==> src/rtl/sel_reg_wr_alu_decoder_pkg.sv <==
// Shared constants for the register-file write-data source selector.
package sel_reg_wr_alu_decoder_pkg;

  localparam int unsigned DEFAULT_DATA_WIDTH = 8;

  localparam logic SRC_DECODER = 1'b0;
  localparam logic SRC_ALU     = 1'b1;

endpackage

==> src/rtl/sel_reg_wr_mux.sv <==
// Parameterized 2:1 combinational mux choosing between ALU result and decoder literal.
module sel_reg_wr_mux
  import sel_reg_wr_alu_decoder_pkg::*;
#(
  parameter int unsigned DataWidth = DEFAULT_DATA_WIDTH
) (
  input  logic                 sel,
  input  logic [DataWidth-1:0] alu_val,
  input  logic [DataWidth-1:0] dec_val,
  output logic [DataWidth-1:0] out_val
);

  always_comb begin
    out_val = dec_val;
    if (sel == SRC_ALU) begin
      out_val = alu_val;
    end
  end

endmodule

==> src/rtl/sel_reg_wr_alu_decoder.sv <==
// Register-file write-data selector with zero flag and capture of the last committed write.
// Optional even-parity output enabled by defining SEL_REG_WR_PARITY_EN.
module sel_reg_wr_alu_decoder
  import sel_reg_wr_alu_decoder_pkg::*;
#(
  parameter int unsigned DataWidth = DEFAULT_DATA_WIDTH
) (
  input  logic                 clk,
  input  logic                 reset_n,
  input  logic [DataWidth-1:0] literal_adr,
  input  logic [DataWidth-1:0] result,
  input  logic                 sel_reg_in_alu_decoder,
  input  logic                 wr_en,
  output logic [DataWidth-1:0] reg_val,
  output logic                 reg_zero,
  output logic [DataWidth-1:0] reg_val_q,
  output logic                 src_alu_q,
`ifdef SEL_REG_WR_PARITY_EN
  output logic                 reg_par,
`endif
  output logic                 wr_seen_q
);

  sel_reg_wr_mux #(
    .DataWidth(DataWidth)
  ) u_mux (
    .sel    (sel_reg_in_alu_decoder),
    .alu_val(result),
    .dec_val(literal_adr),
    .out_val(reg_val)
  );

  assign reg_zero = (reg_val == '0);

`ifdef SEL_REG_WR_PARITY_EN
  assign reg_par = ^reg_val;
`endif

  // Capture the value selected at the edge; reset always overrides a pending write.
  always_ff @(posedge clk or negedge reset_n) begin
    if (!reset_n) begin
      reg_val_q <= '0;
      src_alu_q <= SRC_DECODER;
      wr_seen_q <= 1'b0;
    end else if (wr_en) begin
      reg_val_q <= reg_val;
      src_alu_q <= sel_reg_in_alu_decoder;
      wr_seen_q <= 1'b1;
    end
  end

endmodule

==> config.mk <==
export PLATFORM = sky130hd
export DESIGN_NAME = sel_reg_wr_alu_decoder
export DESIGN_NICKNAME = d
export VERILOG_FILES = /design/src/rtl/sel_reg_wr_alu_decoder_pkg.sv /design/src/rtl/sel_reg_wr_mux.sv /design/src/rtl/sel_reg_wr_alu_decoder.sv
export SDC_FILE = /design/constraint.sdc
export NUM_CORES = 1
export LEC_CHECK = 0
export BUFFER_PORTS_ARGS = -buffer_cell sky130_fd_sc_hd__buf_4
export CAP_MARGIN = 20
export CORE_MARGIN = 8
export CORE_UTILIZATION = 38
export DETAILED_ROUTE_END_ITERATION = 12
export HOLD_SLACK_MARGIN = 0.08
export PLACE_DENSITY = 0.86
export SYNTH_ARGS = -nofsm -noshare
export SYNTH_HDL_FRONTEND = slang
export SYNTH_SLANG_ARGS = --single-unit
export TNS_END_PERCENT = 50
==> constraint.sdc <==
create_clock -name clk -period 1 [get_ports clk]
set_input_delay 0.15 -clock clk [delete_from_list [all_inputs] [get_ports clk]]
set_output_delay 0.15 -clock clk [all_outputs]
set_load 0.1 [all_outputs]
==> results of run 1 <==
-- stage by stage --
stage | utilization, % | setup slack, ns | cells
CTS | 94.5 | -0.247 | 103
detailed placement | 69.2 | -0.404 | 93
global placement | 69.2 | -0.350 | 93
floorplan | - | -0.865 | 38
-- timing repair --
| item | in CTS |
|---|---|
| pin swaps | 2 |
| endpoints found under the setup margin | 19 |
| resized for setup | 61 |
| hold buffers | 1 |
| hold endpoints to repair | 10 |
| setup buffers | 5 |
-- cell families after synthesis --
family	share of synthesized area, %
DFF	46.0
AOI/OAI and AO/OA	2.30
muxes	42.1
and+or+nand+nor	6.67
buffers and inverters	2.99
==> results.sh, run 1 <==
export IMPL_synth_top_area_share_pct=46.0
export IMPL_rows=13
export IMPL_synth_top_area_cell="dfrtp_1"
export IMPL_worst_ep_kind="primary output"
export IMPL_async_flop_share_pct=100
export IMPL_yosysSeqAreaShare_pct=46.0
export IMPL_cts_sinks=10
export IMPL_ys_ff_latch=10
export IMPL_synth_edf_count=0
export IMPL_worst_endpoint="reg_zero"
export IMPL_numCtsBuffers=3
export IMPL_status="stopped before the end"
export IMPL_grt_start_max_net_pins=11
export IMPL_numPortBuffers=38
export IMPL_netlist_instances=38
export IMPL_synth_ff_type="dfrtp_1"
export IMPL_die_w_um=53.8
export IMPL_synthTopCellsByArea="dfrtp_1 (46%), mux2_4 (28%), mux2_2 (14%), nor4_1 (2.3%), buf_6 (2.1%)"
export IMPL_ys_types=11
export IMPL_syn_cell_area_um2=544
export IMPL_clk_path_buf_depth=2
export IMPL_htreeDepth=1
export IMPL_synth_avg_cell_area_um2=14.3
export IMPL_die_height_um=53.8
export IMPL_ys_warn_count=0
export IMPL_grt_antenna_before_repair=0
export IMPL_ios=39
export IMPL_outcome_stop_stage="global routing (5_1_grt)"
export IMPL_netlist_top_cells_count="dfrtp_1 (10), mux2_4 (10), mux2_2 (7)"
export IMPL_clockRootBuffer="clkbuf_4"
export IMPL_firstError="[ERROR DPL-0033] detailed placement checks failed during check placement."
export IMPL_routabilityCongestion=0.695
export IMPL_placed_area_um2=912
export IMPL_synth_nets=58
export IMPL_hpwlAfterDp_mm=1.39
export IMPL_start_util_pct=41.3
==> inputs of run 2 (changes only) <==
--- a/config.mk
+++ b/config.mk
@@ -7,11 +7,10 @@
 export LEC_CHECK = 0
 export BUFFER_PORTS_ARGS = -buffer_cell sky130_fd_sc_hd__buf_4
 export CAP_MARGIN = 20
-export CORE_MARGIN = 8
-export CORE_UTILIZATION = 38
+export CORE_AREA = 8 8 69 71
 export DETAILED_ROUTE_END_ITERATION = 12
-export HOLD_SLACK_MARGIN = 0.08
-export PLACE_DENSITY = 0.86
+export DIE_AREA = 0 0 77 79
+export PLACE_DENSITY_LB_ADDON = 0.15
 export SYNTH_ARGS = -nofsm -noshare
 export SYNTH_HDL_FRONTEND = slang
 export SYNTH_SLANG_ARGS = --single-unit
==> results.sh, run 2 <==
export IMPL_worst_pin_slew_ns=0.300
export IMPL_die_w_um=77
export IMPL_seqCellArea_um2=272
export IMPL_dp_slack_ns=-0.427
export IMPL_numPortBuffers=38
export IMPL_netlist_top_cells_count="dfrtp_1 (10), mux2_4 (10), mux2_2 (7)"
export IMPL_grt_antenna_before_repair=0
export IMPL_routabilityCongestion=0.679
export IMPL_cts_sinks=10
export IMPL_max_freq_mhz=793
export IMPL_crit_buf_inv=2
export IMPL_first_pass_iters=2
export IMPL_worstPathRequired_ns=0.85
export IMPL_fin_crit_ns=1.26
export IMPL_status="finished with violations"
export IMPL_clockRootBuffer="clkbuf_8"
export IMPL_hold_class="in2reg"
export IMPL_rows=23
export IMPL_cp_slowest_stage_delay_ns=0.32
export IMPL_cts_tree="yes"
export IMPL_grt_pass1_wl_mm=3.18
export IMPL_cap_violations=0
export IMPL_dieArea_um2=6080
export IMPL_ys_warn_count=0
export IMPL_ys_types=11
export IMPL_ios=39
export IMPL_crit_arrival_ns=1.11
export IMPL_grt_pass1_vias=641
export IMPL_synth_avg_cell_area_um2=14.3
export IMPL_cp_cell_sequence="buf_12 > mux2_4 > nor4_4 > buf_6"
export IMPL_drt_iter0_markers=2
export IMPL_async_flop_share_pct=100
export IMPL_wirelength_mm=1.97
export IMPL_crit_path_start_kind="input port"
export IMPL_synth_nets=58
export IMPL_final_hold_viol_count=0
export IMPL_ys_ff_latch=10
export IMPL_slowest_stage="mux2_4"
export IMPL_insertion_delay_ns=0.23
export IMPL_regMostFlops="reg_val_q"
export IMPL_worstSetupPathType="in2out"
export IMPL_tns_ns=-0.631
export IMPL_violations="setup timing"
export IMPL_setup_viol=13
export IMPL_reg_top3="reg_val_q x8, src_alu_q x1, wr_seen_q x1"
export IMPL_diodes=0
export IMPL_layout_setup_ws_ns=-0.261
export IMPL_final_layout_size_suffix_gt1_share_pct=90.8
export IMPL_synth_ff_type="dfrtp_1"
export IMPL_num_fill_cells=396
export IMPL_period_share_pct=126
export IMPL_numCtsBuffers=3
export IMPL_htreeDepth=1
export IMPL_area_growth_pct=137
export IMPL_yosysSeqAreaShare_pct=46.0
export IMPL_grtUsageTotal_pct=6.68
export IMPL_syn_cell_area_um2=544
export IMPL_layout_common_cells="buf_4 (20), mux2_4 (13), buf_12 (13)"
export IMPL_slew_headroom_pct=80.0
export IMPL_power_density_nw_per_um2=1560
export IMPL_mostFrequentLayoutCell="buf_4"
export IMPL_vdd_drop_max_mv=0.523
export IMPL_clk_pin_slew_ns=0.05
export IMPL_fin_worst_skew_ns=0
export IMPL_cp_end_kind="output pin"
export IMPL_wl_per_cell_um=14.4
export IMPL_synth_top_area_cell="dfrtp_1"
export IMPL_core_area_um2=3800
export IMPL_rsz0062_at_grt="true"
export IMPL_finish_utilization_pct=33.9
export IMPL_antenna_left=0
export IMPL_drv_slew=0
export IMPL_holdWs_ns=0.280
export IMPL_vias=499
export IMPL_crit_family="buffers and inverters"
export IMPL_multi_input_area_um2=327
export IMPL_die_height_um=79
export IMPL_overflow=0
export IMPL_path_max_fanout=6
export IMPL_largest_reg_flops=8
export IMPL_start_util_pct=14.3
export IMPL_synth_top_area_share_pct=46.0
export IMPL_grt_start_max_net_pins=11
export IMPL_p_total_w=0.00201
export IMPL_drc=0
export IMPL_clk_path_buf_depth=2
export IMPL_hpwlAfterDp_mm=1.53
export IMPL_netlist_instances=38
export IMPL_layout_nets=108
export IMPL_leakagePower_nw=0.576
export IMPL_synth_edf_count=0
export IMPL_synthTopCellsByArea="dfrtp_1 (46%), mux2_4 (28%), mux2_2 (14%), nor4_1 (2.3%), buf_6 (2.1%)"
export IMPL_post_drt_via_cell_ratio=3.64
## run 2: cell counts after synthesis
No cell type changed its count.
## run 2: path summary, 6_finish.rpt
path | slack (ns) | start | endpoint | cells past startpoint
setup / recovery | -0.26 | sel_reg_in_alu_decoder | reg_zero | 4
hold / removal | 0.28 | wr_en | wr_seen_q$_DFFE_PN0P_ | 2
setup reg to reg | 0.13 | reg_val_q[1]$_DFFE_PN0P_ | reg_val_q[1]$_DFFE_PN0P_ | 1
hold reg to reg | 0.53 | reg_val_q[2]$_DFFE_PN0P_ | reg_val_q[2]$_DFFE_PN0P_ | 1
max in group asynchronous | 0.54 | reset_n | wr_seen_q$_DFFE_PN0P_ | 2
min in group asynchronous | 0.30 | reset_n | reg_val_q[4]$_DFFE_PN0P_ | 2
## run 2: layout make-up
| class | count | area share [%] |
|---|---|---|
| Timing Repair Buffer | 47 | 45.2 |
| Clock buffer | 4 | 3.50 |
| Tap cell | 50 | 4.86 |
| Sequential cell | 10 | 21.1 |
| Multi-Input combinational cell | 26 | 25.4 |
## run 2: what timing repair did
item,in CTS,in global routing
hold endpoints to repair,10,0
endpoints found under the setup margin,19,17
cloned,0,0
pin swaps,2,2
buffers inserted,3,0
resized for setup,50,9
hold buffers,1,0
## run 2: report_power, final
part / switching (W) / internal (W) / leakage (nW)
logic: 0.000670 / 0.000408 / 0.447
clock network: 0.000147 / 0.000278 / 0.0228
registers: 0.0000419 / 0.000466 / 0.106
## run 2: per-layer routing
| layer | up-vias | wire [µm] | global-route usage [%] |
|---|---|---|---|
| met5 | - | 0 | 0 |
| met4 | 0 | 8 | 1.13 |
| met3 | 2 | 172 | 4.18 |
| met2 | 20 | 1040 | 11.8 |
| met1 | 239 | 745 | 6.63 |
| li1 | 238 | - | - |
## run 2: logic make-up (layout without fill, tap and decap cells)
family,after synthesis,after routing,share of synthesized area (%)
AO/OA/AOI/OAI,2,2,2.30
multiplexers,17,17,42.1
AND/OR/NAND/NOR,7,7,6.67
buffers and inverters,2,51,2.99
flip-flops,10,10,46.0
## run 2: stage by stage
| stage | area [µm²] | instances |
|---|---|---|
| after floorplan | 603 | 38 |
| after global placement | 963 | 129 |
| after CTS | 1250 | 137 |
| after detailed placement | 963 | 129 |
| after global routing | 1290 | 137 |
| final | 1290 | 137 |
Power figures use the tool's default switching activity.
==> inputs of run 3 (changes only) <==
--- a/config.mk
+++ b/config.mk
@@ -11,6 +11,8 @@
 export DETAILED_ROUTE_END_ITERATION = 12
 export DIE_AREA = 0 0 77 79
 export PLACE_DENSITY_LB_ADDON = 0.15
+export REMOVE_ABC_BUFFERS = 1
+export SETUP_SLACK_MARGIN = 0.02
 export SYNTH_ARGS = -nofsm -noshare
 export SYNTH_HDL_FRONTEND = slang
 export SYNTH_SLANG_ARGS = --single-unit
==> results.sh, run 3 (synthesized netlist as in run 2, its figures left out) <==
export IMPL_layout_setup_ws_ns=-0.287
export IMPL_cp_cell_sequence="buf_8 > nor4_4 > a22oi_2 > nor4_4 > buf_6"
export IMPL_holdCritStartpoint="sel_reg_in_alu_decoder"
export IMPL_clockRootBuffer="clkbuf_8"
export IMPL_cap_violations=0
export IMPL_path_max_fanout=2
export IMPL_clk_pin_slew_ns=0.05
export IMPL_tns_ns=-0.782
export IMPL_grtUsageTotal_pct=6.44
export IMPL_r2r_end="reg_val_q[2]$_DFFE_PN0P_"
export IMPL_wirelength_mm=1.94
export IMPL_crit_top_cell="nor4_4"
export IMPL_worstSetupPathType="in2out"
export IMPL_wl_met1_um=598
export IMPL_min_to="src_alu_q$_DFFE_PN0P_"
export IMPL_crit_path_start_kind="input port"
export IMPL_layout_common_cells="buf_4 (19), buf_12 (18), mux2_4 (13)"
export IMPL_vdd_drop_max_mv=0.895
export IMPL_vias=500
export IMPL_cp_slowest_stage_delay_ns=0.26
export IMPL_rows=23
export IMPL_grt_pass1_vias=598
export IMPL_period_share_pct=129
export IMPL_numCtsBuffers=3
export IMPL_rr_startpoint="reg_val_q[2]$_DFFE_PN0P_"
export IMPL_grt_start_max_net_pins=11
export IMPL_route_met2_wl_mm=1.19
export IMPL_met3WireLength_um=122
export IMPL_setup_viol=10
export IMPL_grt_antenna_before_repair=0
export IMPL_worst_pin_slew_ns=0.266
export IMPL_numPortBuffers=38
export IMPL_core_area_um2=3800
export IMPL_first_pass_iters=2
export IMPL_multi_input_area_um2=324
export IMPL_hold_class="in2reg"
export IMPL_cts_sinks=10
export IMPL_antenna_left=0
export IMPL_hold_path_depth=2
export IMPL_drc=0
export IMPL_cts_tree="yes"
export IMPL_leakagePower_nw=0.610
export IMPL_max_freq_mhz=777
export IMPL_clk_path_buf_depth=2
export IMPL_drv_slew=0
export IMPL_drt_iter0_markers=11
export IMPL_ios=39
export IMPL_stdcell_count=138
export IMPL_routabilityCongestion=0.721
export IMPL_overflow=0
export IMPL_reg_top3="reg_val_q x8, src_alu_q x1, wr_seen_q x1"
export IMPL_grt_pass1_wl_mm=3.03
export IMPL_rsz0062_at_grt="true"
export IMPL_die_height_um=79
export IMPL_final_layout_size_suffix_gt1_share_pct=81.8
export IMPL_fin_crit_ns=1.29
export IMPL_regMostFlops="reg_val_q"
export IMPL_finish_utilization_pct=35.0
export IMPL_reg2reg_depth=2
export IMPL_status="finished with violations"
export IMPL_dieArea_um2=6080
export IMPL_p_total_w=0.00213
export IMPL_routed_top_layer="met4"
export IMPL_worstPathRequired_ns=0.85
export IMPL_seqCellArea_um2=250
export IMPL_post_drt_via_cell_ratio=3.62
export IMPL_insertion_delay_ns=0.23
export IMPL_final_hold_viol_count=0
export IMPL_r2r_slack_ns=0.08
export IMPL_power_density_nw_per_um2=1600
export IMPL_layout_nets=109
export IMPL_place_inst=129
export IMPL_slowest_stage="nor4_4"
export IMPL_fin_worst_skew_ns=0
export IMPL_slew_headroom_pct=82.3
export IMPL_cp_end_kind="output pin"
export IMPL_num_fill_cells=395
export IMPL_largest_reg_flops=8
export IMPL_mostFrequentLayoutCell="buf_4"
export IMPL_htreeDepth=1
export IMPL_violations="setup timing"
export IMPL_start_util_pct=14.3
export IMPL_crit_arrival_ns=1.14
export IMPL_area_growth_pct=144
export IMPL_wl_per_cell_um=14.0
export IMPL_die_w_um=77
export IMPL_diodes=0
[run 3: timing repair]
action                                  4_1_cts  5_1_grt
setup buffers                                 4        0
gates resized for setup                      67        8
hold buffers                                  1        0
hold endpoints to repair                     10        0
pin swaps                                     1        1
endpoints found under the setup margin       21       20
gates cloned                                  0        0
[run 3: worst max path at each step]
| stage | slack (ns) | cells after the start | start | endpoint |
|---|---|---|---|---|
| after global placement | -0.44 | 4 | sel_reg_in_alu_decoder | reg_zero |
| after floorplan | -2.83 | 2 | sel_reg_in_alu_decoder | reg_zero |
| after CTS | -0.32 | 5 | result[0] | reg_zero |
| after global routing | -0.35 | 5 | result[0] | reg_zero |
| final | -0.29 | 5 | result[0] | reg_zero |
| after detailed placement | -0.45 | 5 | result[0] | reg_zero |
[run 3: final cells by class]
cell class	count	area share, %
Clock buffer	4	4.14
Tap cell	50	4.71
Timing Repair Buffer	48	47.9
Sequential cell	10	18.8
Multi-Input combinational cell	26	24.4
[run 3: layer usage]
metal	vias up	global-route usage (%)
li1	239	-
met1	241	5.63
met2	18	12.1
met3	2	2.93
met4	0	3.40
met5	-	0
[run 3: through the flow]
stage | setup slack (ns) | cell area, µm² | hold slack [ns]
2_1_floorplan | -2.83 | 528 | -0.146
3_3_place_gp | -0.441 | 913 | -0.00500
3_5_place_dp | -0.449 | 913 | -0.00924
4_1_cts | -0.316 | 1300 | 0.180
5_1_grt | -0.349 | 1330 | 0.186
6_report | -0.287 | 1330 | 0.194
[run 3: power by group]
group          total [W]  switching (W)  internal (W)
clock           0.000501       0.000155      0.000346
combinational    0.00113       0.000668      0.000460
sequential      0.000499      0.0000478      0.000451
total            0.00213       0.000871       0.00126
[run 3: critical path, delay by kind of cell]
kind / cells / cell delay, ns
and+or+nand+nor: 2 / 0.49
AOI/OAI and AO/OA: 1 / 0.13
buffers and inverters: 2 / 0.36
==> inputs of run 4 (changes only) <==
--- a/config.mk
+++ b/config.mk
@@ -10,6 +10,7 @@
 export CORE_AREA = 8 8 69 71
 export DETAILED_ROUTE_END_ITERATION = 12
 export DIE_AREA = 0 0 77 79
+export GPL_TIMING_DRIVEN = 0
 export PLACE_DENSITY_LB_ADDON = 0.15
 export REMOVE_ABC_BUFFERS = 1
 export SETUP_SLACK_MARGIN = 0.02
==> results.sh, run 4 (synthesized netlist as in run 2, its figures left out) <==
export IMPL_drt_iter0_markers=6
export IMPL_p_seq_share_pct=24.0
export IMPL_post_drt_via_cell_ratio=3.53
export IMPL_clockRootBuffer="clkbuf_8"
export IMPL_ios=39
export IMPL_grt_pass1_wl_mm=2.77
export IMPL_vdd_drop_max_mv=0.717
export IMPL_cp_slowest_stage_delay_ns=0.35
export IMPL_cp_cell_sequence="buf_12 > mux2_4 > nor4_4 > buf_6"
export IMPL_drc=0
export IMPL_grt_antenna_before_repair=0
export IMPL_numCtsBuffers=3
export IMPL_first_pass_iters=4
export IMPL_hold_class="in2reg"
export IMPL_violations="setup timing"
export IMPL_area_growth_pct=125
export IMPL_p_clk_share_pct=24.4
export IMPL_crit_family="buffers and inverters"
export IMPL_path_max_fanout=13
export IMPL_hpwlAfterDp_mm=1.45
export IMPL_reg2reg_depth=2
export IMPL_period_share_pct=133
export IMPL_final_layout_size_suffix_gt1_share_pct=80.5
export IMPL_die_w_um=77
export IMPL_cts_tree="yes"
export IMPL_final_hold_viol_count=0
export IMPL_busiest_layer="met2"
export IMPL_p_total_w=0.00208
export IMPL_overflow=0
export IMPL_clk_pin_slew_ns=0.05
export IMPL_antenna_left=0
export IMPL_worstSetupPathType="in2out"
export IMPL_cts_sinks=10
export IMPL_reg_top3="reg_val_q x8, src_alu_q x1, wr_seen_q x1"
export IMPL_power_density_nw_per_um2=1700
export IMPL_mostFrequentLayoutCell="buf_4"
export IMPL_routabilityCongestion=0.664
export IMPL_crit_buf_inv=2
export IMPL_cp_depth=4
export IMPL_comb_power_share_pct=51.6
export IMPL_worst_pin_slew_ns=0.284
export IMPL_fin_worst_skew_ns=0
export IMPL_rows=23
export IMPL_diodes=0
export IMPL_drv_slew=0
export IMPL_start_util_pct=14.3
export IMPL_dieArea_um2=6080
export IMPL_cp_end_kind="output pin"
export IMPL_layout_nets=103
export IMPL_wirelength_mm=1.90
export IMPL_layout_common_cells="buf_4 (18), buf_12 (14), mux2_4 (13)"
export IMPL_worstSetupStartpoint="sel_reg_in_alu_decoder"
export IMPL_clk_path_buf_depth=2
export IMPL_worstPathRequired_ns=0.85
export IMPL_cap_violations=0
export IMPL_holdCritStartpoint="sel_reg_in_alu_decoder"
export IMPL_status="finished with violations"
export IMPL_htreeDepth=1
export IMPL_rr_startpoint="reg_val_q[7]$_DFFE_PN0P_"
export IMPL_regMostFlops="reg_val_q"
export IMPL_grt_pass1_vias=511
export IMPL_setup_viol=1
export IMPL_die_height_um=79
export IMPL_placed_area_um2=876
export IMPL_leakagePower_nw=0.559
export IMPL_swShare_pct=41.7
export IMPL_p_switching_w=0.000867
export IMPL_worstSetupEndpoint="reg_zero"
export IMPL_numPortBuffers=38
export IMPL_slowest_stage="mux2_4"
export IMPL_crit_arrival_ns=1.18
export IMPL_use_met3_pct=3.50
export IMPL_core_area_um2=3800
export IMPL_largest_reg_flops=8
export IMPL_grtUsageMet1_pct=5.37
export IMPL_design_area_um2=1220
export IMPL_layout_setup_ws_ns=-0.331
export IMPL_grtUsageTotal_pct=5.95
export IMPL_grt_start_max_net_pins=14
export IMPL_rsz0062_at_grt="true"
export IMPL_insertion_delay_ns=0.23
export IMPL_fin_crit_ns=1.33
export IMPL_vias=466
export IMPL_slew_headroom_pct=81.0
export IMPL_r2r_end="reg_val_q[7]$_DFFE_PN0P_"
export IMPL_use_met2_pct=10.5
export IMPL_r2r_slack_ns=0.08
export IMPL_max_freq_mhz=751
export IMPL_internal_power_w=0.00121
export IMPL_wl_per_cell_um=14.4
export IMPL_crit_path_start_kind="input port"
==> run 4: layout make-up <==
cell class,instances,area [µm²]
clock buffers,4,55.1
fillers,402,2580
multi-input cells,26,324
flip-flops and latches,10,250
well taps,50,62.6
repair buffers,42,531
==> run 4: worst min-delay path by stage <==
stage / end / slack (ns) / depth (start not counted)
after floorplan: reg_val_q[0]$_DFFE_PN0P_ / -0.15 / 0
after global placement: reg_val_q[7]$_DFFE_PN0P_ / -0.009 / 1
after detailed placement: reg_val_q[6]$_DFFE_PN0P_ / -0.002 / 1
after CTS: src_alu_q$_DFFE_PN0P_ / 0.22 / 2
after global routing: src_alu_q$_DFFE_PN0P_ / 0.23 / 2
final: src_alu_q$_DFFE_PN0P_ / 0.22 / 2
==> run 4: worst reg2reg max path, cell delays in order, from the launching register on <==
cell     delay (ns)
dfrtp_1        0.40
buf_4          0.14
mux2_4         0.25
==> run 4: what timing repair did <==
action / CTS / global route
endpoints found under the setup margin: 19 / 12
pin swaps: 3 / 3
hold buffers: 1 / 0
buffers inserted: 0 / 3
gates resized for setup: 50 / 10
endpoints found under the hold margin: 10 / 0
==> run 4: metal layers <==
layer  wire (µm)  vias to the layer above
li1            -                      227
met1         625                      219
met2        1090                       18
met3         172                        2
met4          15                        0
met5           0                        -
==> run 4: through the flow <==
step	utilization (%)	hold WS [ns]	worst slack [ns]	TNS, ns	std cells
floorplan	-	-0.146	-2.83	-5.87	36
global placement	23.1	-0.00877	-0.592	-2.04	124
detailed placement	23.1	-0.00197	-0.562	-2.03	124
CTS	30.4	0.218	-0.390	-0.390	129
global route	32.2	0.225	-0.386	-0.394	132
finish	32.2	0.223	-0.331	-0.331	132
==> run 4: power by group through the flow <==
| stage | Sequential (W) | Clock [W] | Combinational (W) |
|---|---|---|---|
| 2_1_floorplan | 0.000809 | 0 | 0.000305 |
| 3_3_place_gp | 0.000481 | 0 | 0.000861 |
| 3_5_place_dp | 0.000481 | 0 | 0.000864 |
| 4_1_cts | 0.000497 | 0.000533 | 0.00102 |
| 5_1_grt | 0.000505 | 0.000547 | 0.00110 |
| 6_report | 0.000499 | 0.000507 | 0.00107 |
